File: src/rtl/mask_pop_unit.sv
// mask_pop_unit: streams mask beats and reports either the population count
// or the index of the first set bit among the first vl elements.
module mask_pop_unit #(
  parameter int DATA_WIDTH = 32,
  parameter int MAX_BEATS  = 8,
  parameter int RES_W      = $clog2(DATA_WIDTH*MAX_BEATS)+1
) (
  input  logic                  clk_i,
  input  logic                  rst_i,
  input  logic                  start_i,
  input  logic                  mode_i,
  input  logic [RES_W-1:0]      vl_i,
  input  logic                  valid_i,
  input  logic [DATA_WIDTH-1:0] data_i,
  output logic                  ready_o,
  output logic                  busy_o,
  output logic                  done_o,
  output logic [RES_W-1:0]      result_o
);
  typedef enum logic [1:0] {IDLE, ACCUM, DONE} state_t;
  localparam int SH = $clog2(DATA_WIDTH);
  localparam logic [RES_W-1:0] MAX_EL = RES_W'(DATA_WIDTH*MAX_BEATS);
  localparam logic [RES_W-1:0] DW_R = RES_W'(DATA_WIDTH);
  state_t state_q, state_d;
  logic mode_q, mode_d, found_q, found_d, last, hit, found_n;
  logic [RES_W-1:0] vl_q, vl_d, beat_q, beat_d, acc_q, acc_d, res_q, res_d;
  logic [RES_W-1:0] vl_c, base, rem, pop, idx, acc_n, res_n;
  logic [DATA_WIDTH-1:0] masked;
  // per-beat datapath: mask off elements past vl, then count and locate
  always_comb begin
    vl_c = vl_i > MAX_EL ? MAX_EL : vl_i;
    base = beat_q << SH;
    rem = vl_q - base;
    last = rem <= DW_R;
    pop = '0;
    idx = '0;
    for (int k = DATA_WIDTH-1; k >= 0; k--) begin
      masked[k] = data_i[k] && (RES_W'(k) < rem);
      pop = pop + RES_W'(masked[k]);
      if (masked[k]) idx = RES_W'(k);
    end
    hit = |masked;
    found_n = found_q | hit;
    acc_n = mode_q ? ((found_q || !hit) ? acc_q : base + idx) : acc_q + pop;
    res_n = (mode_q && !found_n) ? '1 : acc_n;
  end
  always_comb begin
    state_d = state_q;
    mode_d = mode_q;
    vl_d = vl_q;
    beat_d = beat_q;
    acc_d = acc_q;
    found_d = found_q;
    res_d = res_q;
    if (state_q == IDLE && start_i) begin
      mode_d = mode_i;
      vl_d = vl_c;
      acc_d = '0;
      beat_d = '0;
      found_d = 1'b0;
      state_d = vl_c == '0 ? DONE : ACCUM;
      if (vl_c == '0) res_d = mode_i ? '1 : '0;
    end else if (state_q == ACCUM && valid_i) begin
      acc_d = acc_n;
      found_d = found_n;
      beat_d = beat_q + 1'b1;
      state_d = last ? DONE : ACCUM;
      if (last) res_d = res_n;
    end else if (state_q == DONE) begin
      state_d = IDLE;
    end
  end
  always_ff @(posedge clk_i or posedge rst_i) begin
    if (rst_i) begin
      state_q <= IDLE;
      mode_q <= 1'b0;
      vl_q <= '0;
      beat_q <= '0;
      acc_q <= '0;
      found_q <= 1'b0;
      res_q <= '0;
    end else begin
      state_q <= state_d;
      mode_q <= mode_d;
      vl_q <= vl_d;
      beat_q <= beat_d;
      acc_q <= acc_d;
      found_q <= found_d;
      res_q <= res_d;
    end
  end
  assign ready_o = state_q == ACCUM;
  assign busy_o = state_q != IDLE;
  assign done_o = state_q == DONE;
  assign result_o = res_q;
endmodule

File: config.mk
export PLATFORM = sky130hd
export DESIGN_NAME = mask_pop_unit
export DESIGN_NICKNAME = d
export VERILOG_FILES = /design/src/rtl/mask_pop_unit.sv
export SDC_FILE = /design/constraint.sdc
export NUM_CORES = 1
export LEC_CHECK = 0
export ABC_AREA = 1
export CAP_MARGIN = 20
export CELL_PAD_IN_SITES_DETAIL_PLACEMENT = 0
export CELL_PAD_IN_SITES_GLOBAL_PLACEMENT = 1
export CORE_MARGIN = 5
export CORE_UTILIZATION = 40
export DETAILED_ROUTE_END_ITERATION = 10
export PLACE_DENSITY = 0.85
export SLEW_MARGIN = 10
export SYNTH_ARGS = -nofsm -noshare
export SYNTH_HDL_FRONTEND = slang
export SYNTH_SLANG_ARGS = --single-unit
File: constraint.sdc
create_clock -name clk_i -period 19.94 [get_ports clk_i]
set_clock_uncertainty 0.05 [all_clocks]
set_input_delay 1.994 -clock clk_i [delete_from_list [all_inputs] [get_ports clk_i]]
set_output_delay 1.994 -clock clk_i [all_outputs]
set_load 0.01 [all_outputs]
==> metrics.txt, run 1 <==
max_cap viols 0; Crit path buffers/inverters 4; area of the die approximately 11,000 um2; Tmin final between 8 and 9 ns; prevailing post-synth register cell dfrtp_1; hpwl dp between 8 and 9 mm; Die Span X ~100 um; Core Util, Final between 40% and 50%; # clock sinks 35; Detailed Route Iter0 Violations between 150 and 200; Initial Util about two fifths; WL per Instance approximately 15 um; PortBufs between 50 and 60; synthesized cell area 3550 um2; Max Fclk between 0.1 and 0.15 GHz; Slew Limit Headroom approximately 45%; crit path capture type register; Area Growth Syn to Fin 22.1%; H-Tree Depth 2; number of global-route vias before repair between 3,000 and 4,000; Seq cells post-synth 35; outcome complete, no violations; I/O pin cnt 58; Yosys cell types 37; worst min path class reg -> reg; logic depth of the worst path, buffers included 27; Residual DRC 0; R2R cell count 34; Synth top cells by count 128 x nand2_1, 82 x inv_1, 41 x nor2_1; post-synthesis async set-or-reset flop share 100%; crit path from data_i[12]; Synth Area in Compound Gates between 10% and 20%; Congestion Overflow GR 0; hold wc startpoint beat_q[3]; first-pass iteration count of the detailed router 5; Worst setup SP type input port; hold_buf cts 0; slowest library cell on the worst path fa_1; setup bufs post-CTS 0; Reg clk slew, reported paths roughly 0.07 ns; # diodes 0; total negative setup slack 0 ns; Hold EP beat_q[3]; worst hold path depth 1; RSZ-0062 raised after global routing false; FF-to-FF Start beat_q[0]; Synth Area in Adders 21.9%; Synth area leader dfrtp_1; maximum buffer depth of the clock tree 2; total CTS buffers 5; dominant cell by count in the synthesized netlist nand2_1; Top delay family on crit path adder cells; WL final around 9.9 mm; mux cell area share after synthesis 0%; routed vias/inst roughly 5.1; final hold vios 0; first-pass GRT wire length ~17 mm; most used cell, CP fa_1; top cells by area in the synthesized netlist dfrtp_1 25%, fa_1 15%, nand2_1 14%; Critical Path RT around 20 ns; CTS tree done; CP arrival 8.25 ns; Syn Nets 596; Worst Path Class, Setup in -> reg; Post-CTS Resized 0; Clock Latency Late Sink between 0.2 and 0.3 ns; main combinational cell family by area after synthesis simple AND/OR/NAND/NOR gates; Core Region 8680 um2; CP Max Fanout 2; final antenna-violating net count 0; worst slew pin tran 0.819 ns; final count of pins violating max slew 0; gpl congestion 0.895; Final Net Count around 650; Cells after Synth between 500 and 600; largest net degree at the start of global routing 36; Mapped Avg Cell Area just over 7 um2; Vias around 3,400; FF-to-FF setup slack 12.07 ns; initial antenna violation count 0; Simple-Gate Fraction of Synth Area 26.5%; gr usage total between 10% and 20%; share of layout cells above drive strength 1 5.15%; Post-synth EDFFs 0; period utilization between 40 and 50%; clock root buffer master clkbuf_8; register area share after synthesis between 20% and 30%; number of synthesis warnings 0; CP peak stage delay between 0.5 and 0.6 ns; area share of the largest cell type after synthesis 24.7%; post-synthesis xor/xnor area fraction less than 1%; row cnt 34; reg2reg end result_o[8]; final setup fails 0; die height between 100 and 150 um
==> placed cells by master, fill, tap and decap left out, types with 8 or more instances in the layout <==
master / instances
inv_1: 82
dfrtp_1: 35
nor2_1: 41
clkdlybuf4s50_1: 57
fa_1: 27
ha_1: 19
a21oi_1: 27
nand2_1: 128
o21ai_1: 8
o21ai_0: 40
o22ai_1: 8
nand3_1: 25
==> worst max-delay path by stage <==
stage | slack (ns) | endpoint
floorplan | 12.43 | result_o[8]
detailed placement | 11.52 | result_o[8]
CTS | 11.81 | result_o[8]
global placement | 11.64 | result_o[8]
finish | 11.79 | result_o[8]
global route | 11.40 | result_o[8]
==> layout make-up <==
type	instances	area [um2]
fill	901	4350
multi-input combinational	369	2290
sequential	35	876
timing repair buffer	58	578
inverter	93	352
tap	108	135
clock buffer	8	100
==> registers in the layout, indices dropped and copies added (netlist names) <==
signal and flops:
found_q 1, vl_q 9, result_o 9, acc_q 9, state_q 2, beat_q 4, mode_q 1
==> routing by layer <==
metal | global-route usage, % | vias to the layer above | part of all wire (%)
met5 | 0 | - | 0
li1 | - | 1729 | -
met1 | 24.1 | 1564 | 44
met2 | 33.0 | 91 | 50
met4 | 4.90 | 0 | 1.9
met3 | 3.48 | 15 | 4.2
==> cell families (layout without fill, tap and decap cells) <==
logic type / Yosys count / count (layout)
AND/OR/NAND/NOR: 221 / 221
buffers and inverters: 100 / 159
AO/OA/AOI/OAI: 99 / 99
adder cells (fa/ha/maj): 46 / 46
flip-flops: 35 / 35
XOR/XNOR: 3 / 3
==> stage by stage <==
step	worst slack (ns)	instances	area, um2	hold slack (ns)
after floorplan	12.43	504	3550	0.409
after global placement	11.64	663	4230	0.443
after detailed placement	11.52	663	4230	0.446
after CTS	11.81	671	4330	0.466
after global routing	11.40	671	4330	0.492
final	11.79	671	4330	0.460
Power of run 1 is not shown: default switching activity piles up to over one toggle a cycle in this logic, so the estimate is an artifact.
==> inputs of run 2 (changes only) <==
Settings changed: CORE_UTILIZATION 40 to 35, PLACE_DENSITY 0.85 to 0.79.
Clock period 19.94 ns to 6.6 ns, I/O delays scaled along.
==> metrics.txt, run 2 (synthesis results as in run 1) <==
outcome finished, violations left; failing checks negative setup slack; WL per Instance 14.5 um (-1.5%); RSZ-0062 raised after global routing true; Worst setup SP type register; # diodes 0 (unchanged); most common cell after layout, fill and taps aside nand2_1; Tmin final 7.19 ns; period utilization 109%; crit path from beat_q[0]; most frequent cells in the layout 128 x nand2_1, 77 x inv_1, 62 x buf_4; row cnt 36 (+5.9%); total CTS buffers 5 (unchanged); most used cell, CP fa_1; Residual DRC 0 (unchanged); first-pass GRT wire length 18.6 mm (+8.9%); placed insts 736 (+11%); final setup fails 12 (+12); share of layout cells above drive strength 1 18.9% (+14 points); Vias 3,658 (+7.6%); fillers 1,011 (+12%); I/O pin cnt 58 (unchanged); Reg clk slew, reported paths 0.08 ns (about the same); worst min path class reg -> reg; gpl congestion 0.916 (+2.3%); number of global-route vias before repair 3,859 (+7.8%); area of the die 12,200 um2 (+13%); routed vias/inst 4.83 (-4.7%); initial antenna violation count 0 (unchanged); Detailed Route Iter0 Violations 149 (-4.5%); crit path capture type register; gr usage total 18.2% (-0.72 points); Slew Limit Headroom 40.5% (-4.7 points); die height 111 um (+6.2%); Die Span X 111 um (+6.2%); hold_buf cts 0 (unchanged); hpwl dp 8.85 mm (+8.4%); maximum buffer depth of the clock tree 2 (unchanged); Area Growth Syn to Fin 38.8%; max_cap viols 0 (unchanged); CP Max Fanout 5 (+3); Final Net Count 716 (+9.5%); CP arrival 7.29 ns (-0.96 ns); Max Fclk between 0.1 and 0.15 GHz; Worst Path Class, Setup reg -> reg; Critical Path RT 6.70 ns (-13.34 ns); FF-to-FF Start beat_q[0]; Core Region 9820 um2 (+13%); CTS tree done; WL final 11.0 mm (+11%); Finished Layout Cells 758 (+13%); Clock Latency Late Sink 0.29 ns (about the same); largest net degree at the start of global routing 36 (unchanged); final hold vios 0 (unchanged); fin worst setup slack -0.593 ns (-12.38 ns); clock root buffer master clkbuf_8; Congestion Overflow GR 0 (unchanged); slowest library cell on the worst path fa_1; first-pass iteration count of the detailed router 4 (-1); H-Tree Depth 2 (unchanged); worst slew pin tran 0.890 ns (+0.0708 ns); hold wc startpoint vl_q[8]; PortBufs 57 (unchanged); final antenna-violating net count 0 (unchanged); # clock sinks 35 (unchanged); CP peak stage delay 0.57 ns (+0.03 ns); Initial Util 36.1% (-4.7 points); final count of pins violating max slew 0 (unchanged)
[run 2: cell count changes in the layout (fill, tap and decap cells not counted), moves of 4 or more]
| cell | delta |
|---|---|
| nand3_2 | +4 |
| buf_4 | +61 |
| fa_2 | +4 |
| inv_2 | +5 |
| o21ai_0 | -10 |
| o21ai_1 | +8 |
| fa_1 | -4 |
| inv_1 | -5 |
| nand3_1 | -4 |
[run 2: path summary, 6_finish.rpt]
check,end,cells past startpoint,slack [ns]
min,vl_q[8],2,0.47
max reg2reg,result_o[8],36,-0.59
max,result_o[8],36,-0.59
min in group asynchronous,result_o[5],3,0.72
max in group asynchronous,acc_q[0],3,5.45
min reg2reg,vl_q[8],2,0.47
[run 2: layout make-up]
type / count / area [um2] / share of cell area (%)
timing repair buffer: 120 / 1050 / 21.3
inverter: 93 / 352 / 7.14
clock buffer: 6 / 72.6 / 1.47
tap: 133 / 166 / 3.38
multi-input combinational: 369 / 2400 / 48.7
clock inverter: 2 / 12.5 / 0.254
sequential: 35 / 876 / 17.8
[run 2: critical path, delay by kind of cell (launching register included)]
family                   cells  cell delay, ns
AO/OA/AOI/OAI                6            0.54
AND/OR/NAND/NOR             11            1.04
buffers and inverters        7            0.57
adder cells (fa/ha/maj)     10            4.14
XOR/XNOR                     2            0.32
flip-flops                   1            0.40
[run 2: repair_timing]
item | CTS | global route
gates cloned | 0 | 0
setup buffers | 10 | 4
pin swaps | 10 | 4
gates resized for setup | 15 | 15
setup endpoints to repair | 13 | 16
[run 2: per-stage QoR]
step	utilization (%)	worst slack (ns)	setup TNS (ns)	hold WS [ns]	area (um2)
4_1_cts	49.3	-0.600	-4.93	0.470	4840
3_3_place_gp	47.3	-0.500	-2.62	0.435	4650
2_1_floorplan	-	-0.281	-0.603	0.409	3570
3_5_place_dp	47.3	-0.662	-4.12	0.453	4650
5_1_grt	50.1	-0.913	-9.39	0.517	4920
6_report	50.1	-0.593	-4.78	0.466	4920
[run 2: metal layers]
metal / part of all wire [%] / up-vias / global-route usage (%)
li1: - / 1849 / -
met1: 44 / 1695 / 23.2
met2: 49 / 98 / 31.9
met3: 4.5 / 16 / 3.11
met4: 2.0 / 0 / 4.84
met5: 0 / - / 0
Power of run 2 is left out for the same reason.
